===== config.mk =====
export PLATFORM = sky130hd
export DESIGN_NAME = addr_sequencer_flat
export DESIGN_NICKNAME = d
export VERILOG_FILES = /design/src/rtl/addr_sequencer_if.sv /design/src/rtl/addr_sequencer.sv /design/src/flat_wrapper.sv
export SDC_FILE = /design/constraint.sdc
export NUM_CORES = 1
export LEC_CHECK = 0
export BUFFER_PORTS_ARGS = -buffer_cell sky130_fd_sc_hd__buf_2
export CORE_ASPECT_RATIO = 1.4
export CORE_MARGIN = 4
export CORE_UTILIZATION = 33
export DETAILED_ROUTE_END_ITERATION = 12
export PLACE_DENSITY = 0.52
export SYNTH_ARGS = -nofsm -noshare
export SYNTH_HDL_FRONTEND = slang
export SYNTH_SLANG_ARGS = --single-unit

===== constraint.sdc =====
create_clock -name sclk -period 3.25 [get_ports sclk]
set_input_delay 0.8125 -clock sclk [delete_from_list [all_inputs] [get_ports sclk]]
set_output_delay 0.8125 -clock sclk [all_outputs]
set_load 0.01 [all_outputs]

===== src/rtl/addr_sequencer_if.sv =====
// addr_sequencer_if
//   Control and status bundle for addr_sequencer.
//   master : drives start/stop/pause/mode/start_addr/end_addr, observes status
//   slave  : the sequencer itself
//   start, stop    one-cycle requests
//   pause          level, freezes a running sequence
//   mode [1:0]     0/3 loop, 1 one-shot, 2 ping-pong
//   start_addr     first address of the sequence
//   end_addr       last address of the sequence
//   addr           current address (registered)
//   busy           high while running
//   tick           pulse per step
//   wrap           pulse on loop wrap or ping-pong reversal
//   done           pulse on one-shot completion
//   err            pulse on rejected start
interface addr_sequencer_if #(
   parameter int ADDR_W = 16
);
   logic              start;
   logic              stop;
   logic              pause;
   logic [1:0]        mode;
   logic [ADDR_W-1:0] start_addr;
   logic [ADDR_W-1:0] end_addr;
   logic [ADDR_W-1:0] addr;
   logic              busy;
   logic              tick;
   logic              wrap;
   logic              done;
   logic              err;

   modport master (
      output start, stop, pause, mode, start_addr, end_addr,
      input  addr, busy, tick, wrap, done, err
   );

   modport slave (
      input  start, stop, pause, mode, start_addr, end_addr,
      output addr, busy, tick, wrap, done, err
   );
endinterface


===== src/rtl/addr_sequencer.sv =====
// addr_sequencer
//   Steps an address through [start_addr, end_addr] at STEP_FREQ steps per
//   second, derived from sclk by a prescaler. Loop, one-shot and ping-pong
//   traversal. All status pulses are registered and last one cycle.
//   sclk  : system clock, rising edge
//   nrst  : asynchronous active-low reset
//   bus   : addr_sequencer_if slave modport (controls in, status out)
//
//   state | meaning
//   IDLE  | waiting for start; addr holds its last value
//   RUN   | prescaler counting, addr stepping on each terminal count
module addr_sequencer #(
   parameter int CLK_FREQ  = 50000000,
   parameter int STEP_FREQ = 4,
   parameter int ADDR_W    = 16
) (
   input logic              sclk,
   input logic              nrst,
   addr_sequencer_if.slave  bus
);
   localparam int CNT_MAX = CLK_FREQ / STEP_FREQ - 1;
   localparam int CNT_W   = (CNT_MAX > 0) ? $clog2(CNT_MAX + 1) : 1;
   localparam logic [CNT_W-1:0] CNT_TC = CNT_W'(CNT_MAX);

   localparam logic [1:0] MODE_ONESHOT  = 2'd1;
   localparam logic [1:0] MODE_PINGPONG = 2'd2;

   typedef enum logic {IDLE = 1'b0, RUN = 1'b1} state_t;

   state_t            state_q, state_d;
   logic [ADDR_W-1:0] addr_q, addr_d;
   logic [CNT_W-1:0]  presc_q, presc_d;
   logic              dir_up_q, dir_up_d;
   logic [1:0]        mode_q, mode_d;
   logic [ADDR_W-1:0] start_q, start_d;
   logic [ADDR_W-1:0] end_q, end_d;
   logic              tick_q, tick_d;
   logic              wrap_q, wrap_d;
   logic              done_q, done_d;
   logic              err_q, err_d;

   always_ff @(posedge sclk or negedge nrst) begin
      if (!nrst) begin
         state_q  <= IDLE;
         addr_q   <= '0;
         presc_q  <= '0;
         dir_up_q <= 1'b1;
         mode_q   <= '0;
         start_q  <= '0;
         end_q    <= '0;
         tick_q   <= 1'b0;
         wrap_q   <= 1'b0;
         done_q   <= 1'b0;
         err_q    <= 1'b0;
      end else begin
         state_q  <= state_d;
         addr_q   <= addr_d;
         presc_q  <= presc_d;
         dir_up_q <= dir_up_d;
         mode_q   <= mode_d;
         start_q  <= start_d;
         end_q    <= end_d;
         tick_q   <= tick_d;
         wrap_q   <= wrap_d;
         done_q   <= done_d;
         err_q    <= err_d;
      end
   end

   always_comb begin
      state_d  = state_q;
      addr_d   = addr_q;
      presc_d  = presc_q;
      dir_up_d = dir_up_q;
      mode_d   = mode_q;
      start_d  = start_q;
      end_d    = end_q;
      tick_d   = 1'b0;
      wrap_d   = 1'b0;
      done_d   = 1'b0;
      err_d    = 1'b0;

      case (state_q)
         IDLE: begin
            if (bus.start) begin
               if (bus.start_addr <= bus.end_addr) begin
                  mode_d   = bus.mode;
                  start_d  = bus.start_addr;
                  end_d    = bus.end_addr;
                  addr_d   = bus.start_addr;
                  presc_d  = '0;
                  dir_up_d = 1'b1;
                  state_d  = RUN;
               end else begin
                  err_d = 1'b1;
               end
            end
         end

         RUN: begin
            // stop wins over pause and over a coincident terminal count
            if (bus.stop) begin
               state_d = IDLE;
               presc_d = '0;
            end else if (!bus.pause) begin
               if (presc_q == CNT_TC) begin
                  presc_d = '0;
                  tick_d  = 1'b1;
                  case (mode_q)
                     MODE_ONESHOT: begin
                        if (addr_q == end_q) begin
                           done_d  = 1'b1;
                           state_d = IDLE;
                        end else begin
                           addr_d = addr_q + ADDR_W'(1);
                        end
                     end
                     MODE_PINGPONG: begin
                        // a single-address range has nowhere to bounce to
                        if (start_q == end_q) begin
                           wrap_d = 1'b1;
                        end else if (dir_up_q) begin
                           if (addr_q == end_q) begin
                              dir_up_d = 1'b0;
                              addr_d   = end_q - ADDR_W'(1);
                              wrap_d   = 1'b1;
                           end else begin
                              addr_d = addr_q + ADDR_W'(1);
                           end
                        end else begin
                           if (addr_q == start_q) begin
                              dir_up_d = 1'b1;
                              addr_d   = start_q + ADDR_W'(1);
                              wrap_d   = 1'b1;
                           end else begin
                              addr_d = addr_q - ADDR_W'(1);
                           end
                        end
                     end
                     default: begin
                        if (addr_q == end_q) begin
                           addr_d = start_q;
                           wrap_d = 1'b1;
                        end else begin
                           addr_d = addr_q + ADDR_W'(1);
                        end
                     end
                  endcase
               end else begin
                  presc_d = presc_q + CNT_W'(1);
               end
            end
         end

         default: state_d = IDLE;
      endcase
   end

   assign bus.addr = addr_q;
   assign bus.busy = (state_q == RUN);
   assign bus.tick = tick_q;
   assign bus.wrap = wrap_q;
   assign bus.done = done_q;
   assign bus.err  = err_q;

endmodule

===== src/flat_wrapper.sv =====
// flat-port wrapper written by rule: the top's interface ports become plain ports
module addr_sequencer_flat 
#(
   parameter int CLK_FREQ  = 50000000,
   parameter int STEP_FREQ = 4,
   parameter int ADDR_W    = 16
)
  (sclk, nrst, bus_start, bus_stop, bus_pause, bus_mode, bus_start_addr, bus_end_addr, bus_addr, bus_busy, bus_tick, bus_wrap, bus_done, bus_err);
  addr_sequencer_if #(.ADDR_W(ADDR_W)) bus_i ();
  input logic sclk;
  input logic nrst;
  input wire logic [$bits(bus_i.start)-1:0] bus_start;
  input wire logic [$bits(bus_i.stop)-1:0] bus_stop;
  input wire logic [$bits(bus_i.pause)-1:0] bus_pause;
  input wire logic [$bits(bus_i.mode)-1:0] bus_mode;
  input wire logic [$bits(bus_i.start_addr)-1:0] bus_start_addr;
  input wire logic [$bits(bus_i.end_addr)-1:0] bus_end_addr;
  output wire logic [$bits(bus_i.addr)-1:0] bus_addr;
  output wire logic [$bits(bus_i.busy)-1:0] bus_busy;
  output wire logic [$bits(bus_i.tick)-1:0] bus_tick;
  output wire logic [$bits(bus_i.wrap)-1:0] bus_wrap;
  output wire logic [$bits(bus_i.done)-1:0] bus_done;
  output wire logic [$bits(bus_i.err)-1:0] bus_err;
  assign bus_i.start = bus_start;
  assign bus_i.stop = bus_stop;
  assign bus_i.pause = bus_pause;
  assign bus_i.mode = bus_mode;
  assign bus_i.start_addr = bus_start_addr;
  assign bus_i.end_addr = bus_end_addr;
  assign bus_addr = bus_i.addr;
  assign bus_busy = bus_i.busy;
  assign bus_tick = bus_i.tick;
  assign bus_wrap = bus_i.wrap;
  assign bus_done = bus_i.done;
  assign bus_err = bus_i.err;
  addr_sequencer #(.CLK_FREQ(CLK_FREQ), .STEP_FREQ(STEP_FREQ), .ADDR_W(ADDR_W)) u_core (.sclk(sclk), .nrst(nrst), .bus(bus_i));
endmodule

# Word-level counts from Yosys, hierarchy flattened
# Cells that the tools add are included.
# classes
add_sub_neg	5
magnitude_cmp	1
eq_ne	16
n_mux	57
bitwise	1
reduce_logical	4
# op_table
cell	count
$mux W16	11
$mux W24	5
$pmux W16 S2	2
$eq A16 B16 Y1	3
$pmux W24 S2	1
$mux W1	35
$add A16 B1 Y16 const B	2
$sub A16 B1 Y16 const B	2
$add A24 B1 Y24 const B	1
$eq A24 B24 Y1 const B	1
$le A16 B16 Y1	1
$reduce_and A7 Y1	2
$ne A2 B2 Y1 const B	6
$ne A3 B3 Y1 const B	3
$pmux W1 S2	3
$reduce_and A3 Y1	2
$eq A2 B1 Y1 const B	1
$eq A2 B2 Y1 const B	1
$ne A2 B1 Y1 const B	1
$not A1 Y1	1
# word_totals
reg_bits	80
output_inout_bits	21
elab_cells	95

# Logic depth before layout (Yosys ltp)
# depth
ltp_word	9
depth_mapped	11
mapped_depth_nobuf	9

# Worst setup path after synthesis
# No wires, ideal clock.
# synth_path
kind	input-to-reg
from	input bus_end_addr[9]
to	register u_core.start_q[12]
setup_time_ns	0.118
arrival_time_ns	2.888
required_ns	3.132
setup_slack_ns	0.244
path_stages	10
path_buffers	2
path_cell_list	inv_1 > ha_1 > a21o_1 > a21o_1 > a221oi_1 > nor3_1 > or3_1 > clkbuf_1 > buf_1 > a21o_1
# synth_between
elab_chain_len	2
# synth_rtl
element	line_no	text
from (decl)	flat_wrapper.sv:17	input wire logic [$bits(bus_i.end_addr)-1:0] bus_end_addr;
$le A16 B16 Y1	addr_sequencer.sv:86	if (bus.start_addr <= bus.end_addr) begin
$reduce_and A3 Y1 (no source line)	-	
to (signal assigned)	addr_sequencer.sv:61	start_q <= start_d;
to (decl)	addr_sequencer.sv:35	logic [ADDR_W-1:0] start_q, start_d;
# Every way passes these cells.
# A chain may end at the register's enable or synchronous reset.

# Worst setup path in the final report
# layout_path
from	input bus_start_addr[9]
to	register u_core.addr_q[6], in the netlist u_core.bus.addr[6]
# layout_between
elab_chain_len	3
# layout_rtl
element	line_no	text
from (decl)	flat_wrapper.sv:16	input wire logic [$bits(bus_i.start_addr)-1:0] bus_start_addr;
$le A16 B16 Y1	addr_sequencer.sv:86	
$ne A2 B1 Y1 (no source line)	-	
$reduce_and A7 Y1 (no source line)	-	
to (signal assigned)	addr_sequencer.sv:57	addr_q <= addr_d;
to (decl)	addr_sequencer.sv:31	logic [ADDR_W-1:0] addr_q, addr_d;
# Every way passes these cells.

==> impl_metrics.py <==
metrics = {
    "sta": {
        "finClkSkew_ps": 12.1,
        "maxSlewViolCount": 0,
        "max_freq_mhz": 345,
        "tightest_slew_ps": 639,
        "max_slew_margin_pct": 57.3,
        "period_share_pct": 89.1,
        "rsz0062_at_grt": "false",
        "final-setup-viol-count": 0,
        "tns_ps": 0,
        "final.min_clock_period_ps": 2900,
        "hold_viol": 0,
    },
    "clock_tree": {
        "postCtsSetupRepairBufs": 0,
        "cts_max_path_buffers": 2,
        "cts_num_sinks": 80,
        "root_buffer": "clkbuf_16",
        "ctsResizeCount": 0,
        "insertion_delay_ps": 340,
        "numCtsBuffers": 9,
        "tritoncts": "yes",
        "htree_levels": 3,
        "hold_buffers": 0,
        "clk_pin_slew_worst_paths_ps": 70,
    },
    "critical_path": {
        "cp_common_cell": "a21o_1",
        "worst_path_max_delay_cell": "or3_1",
        "cp.depth": 10,
        "end_kind": "flip-flop",
        "cp_max_fo": 26,
        "worstPathCellList": "buf_2 > ha_1 > a21o_1 > a21o_1 > a221oi_1 > nor3_1 > or3_1 > buf_4 > a21oi_1 > a22oi_1",
        "rr_worst_depth": 8,
        "crit_family": "compound AO/OA/AOI/OAI gates",
        "cp_data_required_time_ps": 3470,
        "cp_data_arrival_time_ps": 3110,
        "path_class": "input port to flip-flop",
        "max_stage_delay_ps": 440,
        "crit_buf_inv": 2,
        "cp-start-kind": "input port",
    },
    "die": {
        "start_util_pct": 33.6,
        "die_w_um": 128,
        "dieArea_um2": 22700,
        "core-area_um2": 19900,
        "fp.dieH_um": 177,
        "io_pins": 60,
        "fp-row-count": 61,
    },
    "route": {
        "wl_per_cell_um": 21.5,
        "post-route-drc-count": 0,
        "vias_per_cell": 5.71,
        "wl_mm": 24.5,
        "ant_nets": 0,
        "first_pass_iters": 5,
        "drt_first_iter_violations": 398,
        "via_count": 6497,
    },
    "global_routing": {
        "grt_overflow_total": 0,
        "antenna_found_initial": 0,
        "grt_pass1_vias": 6480,
        "grtUsageTotal_pct": 21.6,
        "grt_max_degree": 44,
        "grt_pass1_wl_mm": 37.4,
    },
    "synthesis": {
        "ys_async_sr_fraction_pct": 100,
        "synth_area_um2": 6700,
        "dominantRegCellSynth": "dfrtp_1",
        "synth-edff-count": 0,
        "netlist_instances": 834,
        "ys_ff_latch": 80,
        "yosysUniqueCellTypes": 74,
        "avgSynthCellArea_um2": 8.03,
        "yosys_warnings": 0,
        "yosysSeqAreaShare_pct": 29.9,
        "synth.net_count": 896,
    },
    "pwr": {
        "irDropWorstVdd_uv": 223,
        "internal_power_uw": 2960,
        "clkPwrFrac_pct": 19.0,
        "switchingPower_uw": 2650,
        "p_comb_share_pct": 47.6,
        "p_sw_share_pct": 47.3,
        "p_per_area_nw_per_um2": 726,
        "power_leakage_uw": 0.00347,
        "seq_power_share_pct": 33.4,
    },
    "flow_run": {
        "cap_violations": 0,
    },
    "cells_and_area": {
        "fillers": 2088,
        "nets": 943,
        "n_antenna_cell": 0,
        "design_area_um2": 7720,
        "fin_util_pct": 38.8,
        "syn_to_final_growth_pct": 15.3,
        "drive_gt1_share_pct": 16.9,
    },
    "placement": {
        "placed_cell_area_um2": 7420,
        "dp_hpwl_mm": 19.4,
        "gp_congestion": 0.911,
        "io_buffer_count": 59,
    },
    "min_path": {
        "hp-class": "input port to asynchronous set/reset pin",
    },
    "outcome": {
        "status": "complete, no violations",
    },
}
==> power by group through the flow <==
stage                     Sequential (uW)  Clock (uW)  Combinational, uW
after CTS                            1860        1090               2660
after floorplan                      1390           0               2120
after global placement               1880           0               2650
final                                1870        1070               2670
after detailed placement             1880           0               2640
after global routing                 1900        1130               2930
==> cells in the mapped netlist, drive strengths merged (3+ instances only) <==
master | instances | area share [%]
nor2b | 9 | 0.84
o31a | 3 | 0.39
and3 | 11 | 1.0
and2 | 3 | 0.28
ha | 23 | 4.3
inv | 44 | 2.5
or4 | 3 | 0.39
nor3 | 33 | 2.7
nand4 | 15 | 1.5
o31ai | 4 | 0.45
nor4 | 26 | 2.7
a221oi | 3 | 0.39
a31oi | 31 | 2.9
nand3 | 29 | 2.2
o211ai | 5 | 0.64
o22ai | 3 | 0.28
o21ai | 73 | 5.5
dfrtp | 79 | 30
a21oi | 33 | 2.5
buf | 33 | 2.6
xnor2 | 32 | 4.2
xor2 | 63 | 8.2
a221o | 3 | 0.45
nand2b | 5 | 0.47
o21a | 7 | 0.78
mux2i | 22 | 3.3
o221ai | 6 | 0.78
or3 | 3 | 0.28
clkbuf | 45 | 2.5
a211oi | 7 | 0.86
a21o | 6 | 0.67
and4 | 9 | 1.2
a22o | 6 | 0.78
nand2 | 90 | 5.0
nor4b | 4 | 0.75
nor2 | 36 | 2.1
o221a | 3 | 0.50
==> cell type report <==
class / count / area (um2) / share of cell area (%)
Multi-Input combinational cell: 631 / 4190 / 54.2
Sequential cell: 80 / 2000 / 25.9
Timing Repair Buffer: 114 / 748 / 9.69
Tap cell: 252 / 315 / 4.08
Clock buffer: 9 / 225 / 2.92
Inverter: 45 / 169 / 2.19
Clock inverter: 7 / 78.8 / 1.02
==> registers in the layout (all words and copies together) (netlist names), 2 cells and up <==
signal and flops:
u_core.mode_q 2, u_core.start_q 16, u_core.presc_q 24, u_core.bus.addr 16
u_core.end_q 16
==> cells by family after synthesis <==
kind of cell / count (synthesis) / share of synthesized area, %
multiplexers: 24 / 3.62
adder cells (fa/ha/maj): 23 / 4.30
AND/OR/NAND/NOR: 283 / 22.4
XOR/XNOR: 95 / 12.4
buffers and inverters: 123 / 7.68
flip-flops: 80 / 29.9
AO/OA/AOI/OAI: 206 / 19.7
==> cell usage in the layout, fill, tap and decap left out, types with 14 or more instances in the layout <==
| master | count |
|---|---|
| a31oi_1 | 31 |
| o21ai_0 | 72 |
| nand2_1 | 90 |
| mux2i_1 | 22 |
| xor2_1 | 63 |
| buf_2 | 58 |
| nand4_1 | 14 |
| nor4_1 | 24 |
| dfrtp_1 | 79 |
| nor3_1 | 31 |
| ha_1 | 23 |
| a21oi_1 | 31 |
| nor2_1 | 35 |
| xnor2_1 | 32 |
| nand3_1 | 28 |
| buf_4 | 53 |
| inv_1 | 44 |
==> path summary, 6_finish.rpt <==
path | from | end | slack (ps)
min reg2reg | u_core.presc_q[1]$_DFFE_PN0P_ | u_core.presc_q[1]$_DFFE_PN0P_ | 500
min | nrst | u_core.bus.addr[11]$_DFFE_PN0P_ | 450
max in group asynchronous | nrst | u_core.dir_up_q$_DFFE_PN1P_ | 2080
min in group sclk | u_core.presc_q[1]$_DFFE_PN0P_ | u_core.presc_q[1]$_DFFE_PN0P_ | 500
max reg2reg | u_core.bus.addr[1]$_DFFE_PN0P_ | u_core.bus.addr[13]$_DFFE_PN0P_ | 370
max | bus_start_addr[9] | u_core.bus.addr[6]$_DFFE_PN0P_ | 350
==> per-stage QoR <==
stage | hold WS [ps] | total power [uW] | std cells | setup WS (ps)
after floorplan | 450 | 3500 | 834 | 244
after global placement | 486 | 4530 | 1122 | 44.0
after detailed placement | 498 | 4520 | 1122 | -27.8
after CTS | 464 | 5610 | 1138 | 336
after global routing | 483 | 5950 | 1138 | 168
final | 445 | 5610 | 1138 | 355
==> layer usage <==
metal | global-route usage [%] | share of wire [%]
met1 | 24.7 | 38
met2 | 38.3 | 52
met3 | 2.42 | 4.8
met4 | 12.8 | 6.0
met5 | 0 | 0
(Power assumes the default switching activity.)
